**src/rtl/scale_writer.sv**
```systemverilog
// Nearest-neighbour Q8.8 downscaler feeding the scale cache write port.
// Keeps source pixels whose (sx,sy) hit the integer part of the x/y step accumulators.
package structs;
  localparam int SCW_X_W = 9;
  localparam int SCW_Y_W = 8;
  typedef struct packed {
    logic [SCW_Y_W-1:0] waddrY;
    logic [SCW_X_W-1:0] waddrX;
    logic [7:0]         wdata;
    logic               we;
  } struct_scaleCache_Write;
endpackage

module scale_writer #(
  parameter int SRC_W = 320,
  parameter int SRC_H = 240,
  parameter int X_W   = 9,   // must match structs::SCW_X_W
  parameter int Y_W   = 8,   // must match structs::SCW_Y_W
  parameter int FRAC  = 8
) (
  input  logic                           clk,
  input  logic                           rst_n,
  input  logic                           start,
  input  logic [15:0]                    step,
  input  logic                           pix_valid,
  input  logic [7:0]                     pix_data,
  output logic                           pix_ready,
  output structs::struct_scaleCache_Write scw,
  output logic                           busy,
  output logic                           done,
  output logic [X_W-1:0]                 dst_w,
  output logic [Y_W-1:0]                 dst_h
);
  localparam int AXW = X_W + FRAC;
  localparam int AYW = Y_W + FRAC;
  localparam logic [X_W-1:0] SX_LAST = X_W'(SRC_W - 1);
  localparam logic [Y_W-1:0] SY_LAST = Y_W'(SRC_H - 1);

  typedef enum logic [1:0] {IDLE, RUN, DONE} state_t;
  state_t state, state_n;

  logic [15:0]    step_q;
  logic [X_W-1:0] sx, dx, dx_n;
  logic [Y_W-1:0] sy, dy, dy_n;
  logic [AXW-1:0] acc_x, acc_x_sat;
  logic [AYW-1:0] acc_y, acc_y_sat;
  logic [AXW:0]   ax_sum;
  logic [AYW:0]   ay_sum;
  logic           row_kept, row_kept_n;
  logic           accept, keep, sx_last, sy_last;

  assign pix_ready = (state == RUN);
  assign busy      = (state == RUN);
  assign done      = (state == DONE);

  assign accept  = pix_valid && (state == RUN);
  assign sx_last = (sx == SX_LAST);
  assign sy_last = (sy == SY_LAST);
  // Saturated accumulators never drop below sx, so an integer-part hit is the keep test.
  assign keep    = accept && (sx == acc_x[AXW-1:FRAC]) && (sy == acc_y[AYW-1:FRAC]);

  assign ax_sum    = {1'b0, acc_x} + (AXW+1)'(step_q);
  assign ay_sum    = {1'b0, acc_y} + (AYW+1)'(step_q);
  assign acc_x_sat = ax_sum[AXW] ? '1 : ax_sum[AXW-1:0];
  assign acc_y_sat = ay_sum[AYW] ? '1 : ay_sum[AYW-1:0];

  // Values including the pixel being accepted now; used at row/frame end.
  assign row_kept_n = row_kept | keep;
  assign dx_n       = keep ? dx + 1'b1 : dx;
  assign dy_n       = row_kept_n ? dy + 1'b1 : dy;

  always_ff @(posedge clk) begin
    if (!rst_n) state <= IDLE;
    else        state <= state_n;
  end

  always_comb begin
    state_n = state;
    case (state)
      IDLE:    if (start) state_n = RUN;
      RUN:     if (accept && sx_last && sy_last) state_n = DONE;
      DONE:    state_n = IDLE;
      default: state_n = IDLE;
    endcase
  end

  always_ff @(posedge clk) begin
    if (!rst_n) begin
      step_q   <= '0;
      sx       <= '0;
      sy       <= '0;
      dx       <= '0;
      dy       <= '0;
      acc_x    <= '0;
      acc_y    <= '0;
      row_kept <= 1'b0;
      scw      <= '0;
      dst_w    <= '0;
      dst_h    <= '0;
    end else begin
      scw.we <= keep;
      if (state == IDLE && start) begin
        step_q   <= (step < 16'h0100) ? 16'h0100 : step;
        sx       <= '0;
        sy       <= '0;
        dx       <= '0;
        dy       <= '0;
        acc_x    <= '0;
        acc_y    <= '0;
        row_kept <= 1'b0;
      end
      if (keep) begin
        scw.waddrY <= dy;
        scw.waddrX <= dx;
        scw.wdata  <= pix_data;
      end
      if (accept) begin
        if (sx_last) begin
          sx       <= '0;
          dx       <= '0;
          acc_x    <= '0;
          row_kept <= 1'b0;
          sy       <= sy + 1'b1;
          if (row_kept_n) begin
            acc_y <= acc_y_sat;
            dy    <= dy + 1'b1;
          end
          if (sy == '0) dst_w <= dx_n;
          if (sy_last)  dst_h <= dy_n;
        end else begin
          sx       <= sx + 1'b1;
          row_kept <= row_kept_n;
          if (keep) begin
            dx    <= dx + 1'b1;
            acc_x <= acc_x_sat;
          end
        end
      end
    end
  end
endmodule

```
**config.mk**
```make
export PLATFORM = sky130hd
export DESIGN_NAME = scale_writer
export DESIGN_NICKNAME = d
export VERILOG_FILES = /design/src/rtl/scale_writer.sv
export SDC_FILE = /design/constraint.sdc
export NUM_CORES = 1
export LEC_CHECK = 0
export CORE_ASPECT_RATIO = 0.5
export CORE_UTILIZATION = 38
export DETAILED_ROUTE_END_ITERATION = 8
export GPL_ROUTABILITY_DRIVEN = 0
export SLEW_MARGIN = 30
export SYNTH_ARGS = -nofsm -noshare
export SYNTH_HDL_FRONTEND = slang
export SYNTH_SLANG_ARGS = --single-unit
export TNS_END_PERCENT = 1
```
**constraint.sdc**
```tcl
create_clock -name clk -period 2.6 [get_ports clk]
set_clock_uncertainty 0.05 [all_clocks]
set_input_delay 0.52 -clock clk [delete_from_list [all_inputs] [get_ports clk]]
set_output_delay 0.52 -clock clk [all_outputs]
set_load 0.01 [all_outputs]
```
=== After elaboration in Yosys (flattened, before gate mapping) ===
Index checks and enable logic that the tools add are counted.

* Register bits: 129
* Input port bits: 28

* Add/subtract/negate cells: 6
* Magnitude comparators: 1
* Eq/ne operators: 8
* Muxes and demuxes: 33
* Bitwise logic cells: 1
* Reduce and logical (&&, ||, !) cells: 12

{| class="wikitable"
|+ Operator list
! operator !! number
|-
| $mux W16 || 6
|-
| $mux W17 || 5
|-
| $mux W9 || 8
|-
| $mux W8 || 8
|-
| $add A17 B16 Y18 || 1
|-
| $add A9 B1 Y9 const B || 2
|-
| $add A16 B16 Y17 || 1
|-
| $add A8 B1 Y8 const B || 2
|-
| $lt A16 B9 Y1 const B || 1
|-
| $eq A9 B9 Y1 || 1
|-
| $eq A9 B9 Y1 const B || 1
|-
| $eq A8 B8 Y1 || 1
|-
| $eq A8 B8 Y1 const B || 1
|-
| $logic_not A8 Y1 || 1
|-
| $logic_and A1 B1 Y1 || 6
|-
| $reduce_and A3 Y1 || 2
|-
| $mux W2 || 2
|-
| $pmux W2 S2 || 1
|-
| $mux W1 || 3
|-
| $eq A2 B1 Y1 const B || 1
|-
| $eq A2 B2 Y1 const B || 1
|-
| $logic_not A2 Y1 || 1
|-
| $ne A2 B1 Y1 const B || 1
|-
| $ne A2 B2 Y1 const B || 1
|-
| 3 further kinds || 3
|}

=== Longest topological paths before layout ===
Gate-level depths: netlist of the first run.

* Depth in word-level cells: 8
* Mapped depth: 11

=== Worst setup path after synthesis of the first run ===
OpenSTA, ideal clock, no wires.

* Kind: register to register
* Start point: register step_q[0]
* End point: register acc_y[11]
* Arrival time: 2.274 ns
* Setup slack: 0.139 ns
* Cell stages (with the launch flop): 11
* Path buffers: 1
* Clock period less this slack: 2.461 ns
* Cells stage by stage: dfxtp_1 ha_1 fa_1 nand2_1 a211oi_1 o31ai_1 nand2b_1 a21o_1 a211oi_4 buf_6 a211oi_1

* Longest elaborated chain between the ends: 5

{| class="wikitable"
|+ RTL lines
! element !! RTL line !! text
|-
| start: declaration || 42 || <nowiki>logic [15:0] step_q;</nowiki>
|-
| start signal: assignment || 103 || <nowiki>step_q <= (step < 16'h0100) ? 16'h0100 : step;</nowiki>
|-
| $add A16 B16 Y17 || 63 || <nowiki>assign ay_sum = {1'b0, acc_y} + (AYW+1)'(step_q);</nowiki>
|-
| $mux W16 || 65 || <nowiki>assign acc_y_sat = ay_sum[AYW] ? '1 : ay_sum[AYW-1:0];</nowiki>
|-
| $mux W16 || 124 || <nowiki>if (row_kept_n) begin</nowiki>
|-
| $mux W16 || 118 || <nowiki>if (sx_last) begin</nowiki>
|-
| $mux W16 || 117 || <nowiki>if (accept) begin</nowiki>
|-
| end signal: assignment || 125 || <nowiki>acc_y <= acc_y_sat;</nowiki>
|-
| end: declaration || 46 || <nowiki>logic [AYW-1:0] acc_y, acc_y_sat;</nowiki>
|}

No other way between the ends.
A chain may end at the register's enable or synchronous reset.

=== Worst setup path in the final report of the first run ===
* Start point: register step_q[0]
* End point: register acc_x[14]

* Longest elaborated chain between the ends: 5

{| class="wikitable"
|+ RTL lines
! element !! RTL line !! text
|-
| $add A17 B16 Y18 || 62 || <nowiki>assign ax_sum = {1'b0, acc_x} + (AXW+1)'(step_q);</nowiki>
|-
| $mux W17 || 64 || <nowiki>assign acc_x_sat = ax_sum[AXW] ? '1 : ax_sum[AXW-1:0];</nowiki>
|-
| $mux W17 || 133 || <nowiki>if (keep) begin</nowiki>
|-
| $mux W17 || 118 ||
|-
| $mux W17 || 117 ||
|-
| end signal: assignment || 135 || <nowiki>acc_x <= acc_x_sat;</nowiki>
|-
| end: declaration || 45 || <nowiki>logic [AXW-1:0] acc_x, acc_x_sat;</nowiki>
|}

No other way between the ends.

==> out/metrics.yaml, run 1 <==
drt:
  vias: 6949
  drc: 0
  drtIter0Drc: 434
  postRouteAntennaNets: 0
  drt_first_pass_iters: 5
  totalWireLength_mm: 20.6
  viasPerCell: 5.52
  routedWlPerCell_um: 16.4
layout:
  layout-drive-gt1-share_pct: 12.2
  diodes: 0
  fin_nets: 1053
  area_growth_pct: 25.5
synthesis:
  ys_warn_count: 0
  yosysTopAreaCell: "dfxtp_1"
  synth_nets: 957
  yosysTopAreaCellShare_pct: 35.4
  syn_avg_cell_area_um2: 8.19
  synth_ff_type: "dfxtp_1"
  ys_seq_area_share_pct: 35.4
  syn_inst: 890
  synthXorXnorAreaFrac_pct: 6.73
  async_flop_share_pct: 0
  synthesis.area_um2: 7290
  synth-edff-count: 0
  synth-compound-area-share_pct: 23.5
  synth_common_cells: "dfxtp_1, nand2_1, a21oi_1"
  synth-simple-area-share_pct: 22.2
  yosysUniqueCellTypes: 72
  synth_area_leaders: "dfxtp_1, a21oi_1, ha_1"
  synth_fa_ha_area_share_pct: 6.90
  synth.most_common_cell: "dfxtp_1"
  synthMuxAreaShare_pct: 0.841
  synth_seq_cells: 129
  synth_top_family_by_area: "compound AO/OA/AOI/OAI gates"
global_routing:
  grt_max_degree: 71
  grt_pass1_vias: 6326
  antenna_found_initial: 0
  overflow: 0
  grt_pass1_wl_mm: 32.8
  grtUsageTotal_pct: 21.1
clocking:
  htreeDepth: 4
  worstSkewPairLatency_ns: 0.43
  clk_pin_slew_ns: 0.06
  cts_root_buf: "clkbuf_16"
  clkSinkCount: 129
  numCtsBuffers: 17
  clk_path_buf_depth: 2
  ctsHoldBuffers: 0
  cts_tree: "built"
placement:
  dp_hpwl_mm: 14.9
  port_buffers: 73
timing:
  hold_violations: 0
  finalMaxSlewViolations: 0
  fin_crit_sh_pct: 97.0
  tightest_slew_ns: 0.866
  hold_ws_ns: 0.399
  min_period_ns: 2.52
  slew_headroom_pct: 42.0
  rsz0062_at_grt: "true"
  fmax_mhz: 396
  setup_viol: 0
power:
  p_leak_nw: 3.56
  powerDensity_nw_per_um2: 525
  total_power_w: 0.00480
  ir_drop_v: 0.000391
floorplan:
  rows: 35
  start_util_pct: 39.2
  io_pins: 74
  fp.dieW_um: 198
  die_area_um2: 19800
  die_h_um: 99.9
  core_um2: 18600
worst_setup_path:
  required_ns: 2.86
  critPathLaunchType: "flip-flop"
  criticalPathCategory: "reg2reg"
  end_kind: "flip-flop"
  cp_data_arrival_time_ns: 2.78
  critPathMaxFanout: 3
min_path:
  hp-class: "reg2reg"
run:
  drv_cap: 0
run_status:
  status: "finished clean"
## cells by family (layout without fill, tap and decap cells)
kind of cell | Yosys count | after routing
AOI/OAI and AO/OA | 276 | 276
muxes | 6 | 6
and+or+nand+nor | 323 | 323
xor gates and xnor gates | 56 | 56
buffers and inverters | 61 | 170
adders and majority gates | 39 | 39
DFF | 129 | 129
## final cells by class
type	count	area (um^2)
Clock buffer	20	457
Timing Repair Buffer	125	1200
Inverter	13	48.8
Tap cell	259	324
Clock inverter	12	108
Fill cell	1825	9430
Multi-Input combinational cell	700	4420
Sequential cell	129	2580
## layout by cell type, fill, tap and decap left out, types with 6 or more instances in the layout
| master | n |
|---|---|
| a211oi_1 | 27 |
| a21o_1 | 11 |
| a21oi_1 | 107 |
| a22oi_1 | 10 |
| a31oi_1 | 15 |
| and2_1 | 8 |
| and3_1 | 19 |
| buf_12 | 6 |
| buf_4 | 46 |
| clkbuf_16 | 17 |
| clkdlybuf4s50_1 | 73 |
| dfxtp_1 | 128 |
| ha_1 | 34 |
| inv_1 | 12 |
| nand2_1 | 115 |
| nand2b_1 | 6 |
| nand3_1 | 23 |
| nand3b_1 | 8 |
| nand4_1 | 8 |
| nand4b_1 | 8 |
| nor2_1 | 67 |
| nor3_1 | 12 |
| nor4_1 | 10 |
| o21ai_0 | 57 |
| or3_1 | 9 |
| xnor2_1 | 21 |
| xor2_1 | 35 |
## registers in the layout, summed over array words and instances, names as in the netlist
| name | cells |
|---|---|
| scw | 26 |
| acc_y | 16 |
| sy | 8 |
| state | 2 |
| dx | 9 |
| dst_h | 8 |
| dy | 8 |
| row_kept | 1 |
| sx | 9 |
| dst_w | 9 |
| acc_x | 17 |
| step_q | 16 |
## where the power goes
group	internal [W]	switching (W)
Sequential	0.00200	0.0000318
Combinational	0.000182	0.000265
Clock	0.00137	0.000951
Total	0.00355	0.00125
## worst max-delay path, cell delays in order, from the launching register on
cell and delay [ns]:
dfxtp_1 0.35, ha_1 0.24, fa_1 0.41, a211oi_2 0.28, nor3_2 0.11, o2111ai_1 0.28
nand2_1 0.11, a21oi_2 0.17, xnor2_1 0.11, a211o_1 0.30
## metrics by stage
| step | setup WS, ns | setup TNS, ns | cell area [um^2] | std cells | utilization [%] |
|---|---|---|---|---|---|
| final | 0.0770 | 0 | 9140 | 1258 | 49.2 |
| after global routing | -0.0359 | -0.0359 | 9140 | 1258 | 49.2 |
| after CTS | 0.00851 | 0 | 9110 | 1258 | 49.1 |
| after detailed placement | -0.0870 | -1.35 | 8530 | 1225 | 46.0 |
| after global placement | -0.0351 | -0.436 | 8530 | 1225 | 46.0 |
| after floorplan | 0.139 | 0 | 7290 | 890 | - |
## final timing paths
| path | from | depth (start not counted) | slack (ns) | end |
|---|---|---|---|---|
| min | scw[5] | 2 | 0.40 | scw[5] |
| max | step_q[0] | 9 | 0.08 | acc_x[14] |
| min reg2reg | scw[5] | 2 | 0.40 | scw[5] |
| max reg2reg | step_q[0] | 9 | 0.08 | acc_x[14] |
## timing repair
item / 4_1_cts / 5_1_grt
endpoints found under the setup margin: 14 / 22
pin swaps: 2 / 3
gates cloned: 0 / 0
buffers inserted: 1 / 0
gates resized for setup: 2 / 9
## routing by layer
layer / up-vias / part of all wire [%] / global-route usage, %
li1: 3422 / - / -
met1: 3314 / 50 / 29.5
met2: 193 / 43 / 33.3
met3: 20 / 5.2 / 3.83
met4: 0 / 0.98 / 5.55
met5: - / 0 / 0
Note: power is estimated with default switching activity, not from simulation.
==> run 2, diff against run 1 <==
--- a/config.mk
+++ b/config.mk
@@ -8,7 +8,6 @@
 export CORE_ASPECT_RATIO = 0.5
 export CORE_UTILIZATION = 38
 export DETAILED_ROUTE_END_ITERATION = 8
-export GPL_ROUTABILITY_DRIVEN = 0
 export SLEW_MARGIN = 30
 export SYNTH_ARGS = -nofsm -noshare
 export SYNTH_HDL_FRONTEND = slang
==> results of run 2 <==
The final DEF is identical to that of run 1; final timing and power are the same.
==> run 3, diff against run 2 <==
--- a/config.mk
+++ b/config.mk
@@ -5,6 +5,7 @@
 export SDC_FILE = /design/constraint.sdc
 export NUM_CORES = 1
 export LEC_CHECK = 0
+export ABC_AREA = 1
 export CORE_ASPECT_RATIO = 0.5
 export CORE_UTILIZATION = 38
 export DETAILED_ROUTE_END_ITERATION = 8
==> run 3 against run 2 <==
Effect of this change: via count up 16%; core utilization fell by 2.3 points; first-iteration DRC count is 16% higher; clock-buffer cell count down 2; largest cell class unchanged.
==> out/metrics.yaml, run 3 <==
power:
  total_power_w: 0.00509  # was 0.00480 W
  ir_drop_v: 0.000449  # was 0.000391 V
  p_leak_nw: 4.46  # was 3.56 nW
  powerDensity_nw_per_um2: 525  # about the same
global_routing:
  overflow: 0  # unchanged
  grt_pass1_wl_mm: 38.3  # was 32.8 mm
  antenna_found_initial: 0  # unchanged
  grt_pass1_vias: 7518  # was 6326
  grtUsageTotal_pct: 22.1  # was 21.1%
  grt_max_degree: 36  # was 71
drt:
  routedWlPerCell_um: 14.2  # was 16.4 um
  vias: 8068  # was 6949
  drc: 0  # unchanged
  drt_first_pass_iters: 6  # was 5
  wl_met2_mm: 9.54  # was 8.96 mm
  wl_met3_mm: 1.35  # was 1.07 mm
  wl_met1_mm: 11.7  # was 10.4 mm
  totalWireLength_mm: 22.9  # was 20.6 mm
  postRouteAntennaNets: 0  # unchanged
  drtIter0Drc: 504  # was 434
  top_layer: "met4"  # unchanged
  viasPerCell: 5.00  # was 5.52
run:
  drv_cap: 0  # unchanged
synthesis:
  syn_inst: 1262  # was 890
  yosysUniqueCellTypes: 44  # was 72
  synthesis.area_um2: 8040  # was 7290 um^2
  synth.most_common_cell: "nand2_1"  # was dfxtp_1
  synth_ff_type: "dfxtp_1"  # unchanged
  ys_seq_area_share_pct: 32.1  # was 35.4%
  syn_avg_cell_area_um2: 6.37  # was 8.19 um^2
  async_flop_share_pct: 0  # unchanged
  yosysTopAreaCell: "dfxtp_1"  # unchanged
  ys_warn_count: 0  # unchanged
  synth_seq_cells: 129  # unchanged
  synth-edff-count: 0  # unchanged
  yosysTopAreaCellShare_pct: 32.1  # was 35.4%
  synth_common_cells: "nand2_1, nor2_1, dfxtp_1"  # was dfxtp_1, nand2_1, a21oi_1
  synth_area_leaders: "dfxtp_1, nand2_1, nor2_1"  # was dfxtp_1, a21oi_1, ha_1
  synth_nets: 1329  # was 957
worst_setup_path:
  rrSetupSlack_ns: 0.27  # was 0.08 ns
  required_ns: 2.87  # was 2.86 ns
  cp_data_arrival_time_ns: 2.60  # was 2.78 ns
  criticalPathCategory: "reg2reg"  # unchanged
  end_kind: "flip-flop"  # unchanged
  r2r_start: "step_q[14]"  # was step_q[0]
  critPathMaxFanout: 4  # was 3
  r2r-end: "acc_y[2]"  # was acc_x[14]
  reg2reg_depth: 9  # unchanged
  critPathLaunchType: "flip-flop"  # unchanged
placement:
  dp_cells: 1581  # was 1225
  pre_cts_ws_ns: 0.0563  # was -0.0870 ns
  gp_congestion: 0.916  # was 0.941
  port_buffers: 73  # unchanged
  dp_hpwl_mm: 16.7  # was 14.9 mm
timing:
  rsz0062_at_grt: "false"  # was true
  min_period_ns: 2.33  # was 2.52 ns
  setup_slack_ns: 0.270  # was 0.0770 ns
  slew_headroom_pct: 63.9  # was 42.0%
  hold_violations: 0  # unchanged
  setup_tns_ns: 0  # unchanged
  fmax_mhz: 429  # was 396 MHz
  setup_viol: 0  # unchanged
  fin_crit_sh_pct: 89.6  # was 97.0%
  tightest_slew_ns: 0.536  # was 0.866 ns
  finalMaxSlewViolations: 0  # unchanged
floorplan:
  io_pins: 74  # unchanged
  rows: 37  # was 35
  start_util_pct: 38.9  # was 39.2%
  core_um2: 20600  # was 18600 um^2
  die_area_um2: 21800  # was 19800 um^2
  fp.dieW_um: 208  # was 198 um
  die_h_um: 105  # was 99.9 um
layout:
  diodes: 0  # unchanged
  layout.cells.non_filler: 1613  # was 1258
  area_growth_pct: 20.5  # was 25.5%
  fin_nets: 1394  # was 1053
  largest_reg_flops: 26  # unchanged
  mostFrequentLayoutCells: "nand2_1, nor2_1, dfxtp_1"  # was dfxtp_1, nand2_1, a21oi_1
  layout-drive-gt1-share_pct: 5.97  # was 12.2%
  top_regs: "scw (26), acc_x (17)"  # unchanged
  utilization_pct: 46.9  # was 49.2%
  top_register: "scw"  # unchanged
  mostFrequentLayoutCell: "nand2_1"  # was dfxtp_1
clocking:
  cts_tree: "built"  # unchanged
  clkSinkCount: 129  # unchanged
  worstSkewPairLatency_ns: 0.44  # was 0.43 ns
  numCtsBuffers: 17  # unchanged
  cts_root_buf: "clkbuf_16"  # unchanged
  htreeDepth: 4  # unchanged
  clk_path_buf_depth: 2  # unchanged
  clk_pin_slew_ns: 0.06  # about the same
min_path:
  hold_start: "dy[4]"  # was scw[5]
  whs_path_depth: 2  # unchanged
  min_to: "dy[4]"  # was scw[5]
  hp-class: "reg2reg"  # unchanged
run_status:
  status: "finished clean"  # unchanged
-- run 3: cell families after synthesis --
family                     Yosys count  synth area share, %
DFF                                129                 32.1
xor gates and xnor gates            30                 3.27
and+or+nand+nor                    655                 34.2
adders and majority gates           39                 6.26
buffers and inverters              188                 9.26
AOI/OAI and AO/OA                  221                 14.9
-- run 3: through the flow --
step	hold WS, ns	cell area (um^2)
6_report	0.453	9690
3_5_place_dp	0.439	9090
3_3_place_gp	0.426	9090
2_1_floorplan	0.402	8040
5_1_grt	0.480	9690
4_1_cts	0.444	9680
-- run 3: how the worst max path moves through the flow --
stage	start	end	slack, ns	cells past startpoint
after global placement	pix_valid	acc_y[3]	0.11	10
final	step_q[14]	acc_y[2]	0.27	9
after detailed placement	pix_valid	acc_y[8]	0.06	10
after floorplan	step_q[0]	acc_y[10]	0.67	11
after CTS	step_q[0]	acc_y[8]	0.22	10
after global routing	step_q[15]	acc_y[1]	0.09	8
-- run 3: final cells by class --
type                            count  area (um^2)
Sequential cell                   129         2580
Multi-Input combinational cell    945         4720
Inverter                          138          518
Clock inverter                     14          156
Tap cell                          273          342
Timing Repair Buffer               96          936
Clock buffer                       18          429
Fill cell                        2137        11000
-- run 3: timing repair --
action | CTS | global route
setup buffers | 0 | 0
setup endpoints to repair | 0 | 1
resized for setup | 0 | 1
hold buffers | 0 | 0
-- run 3: critical path, stage by stage, from the launching register on --
cell,delay [ns]
dfxtp_1,0.43
ha_1,0.31
nand2_1,0.13
inv_1,0.04
a21boi_0,0.45
nand2_1,0.10
a21oi_1,0.38
inv_1,0.08
nor2_1,0.14
a21oi_1,0.08
-- run 3: where the power goes --
part | internal (W) | leakage [nW] | switching [W] | total [W]
clock | 0.00142 | 0.279 | 0.00100 | 0.00243
combinational | 0.000232 | 3.13 | 0.000348 | 0.000580
sequential | 0.00203 | 1.05 | 0.0000495 | 0.00208
total | 0.00369 | 4.46 | 0.00140 | 0.00509
-- run 3: layer usage --
| metal | global-route usage (%) | vias up |
|---|---|---|
| met2 | 33.6 | 192 |
| met3 | 5.35 | 21 |
| li1 | - | 4191 |
| met1 | 30.6 | 3664 |
| met5 | 0 | - |
| met4 | 7.09 | 0 |
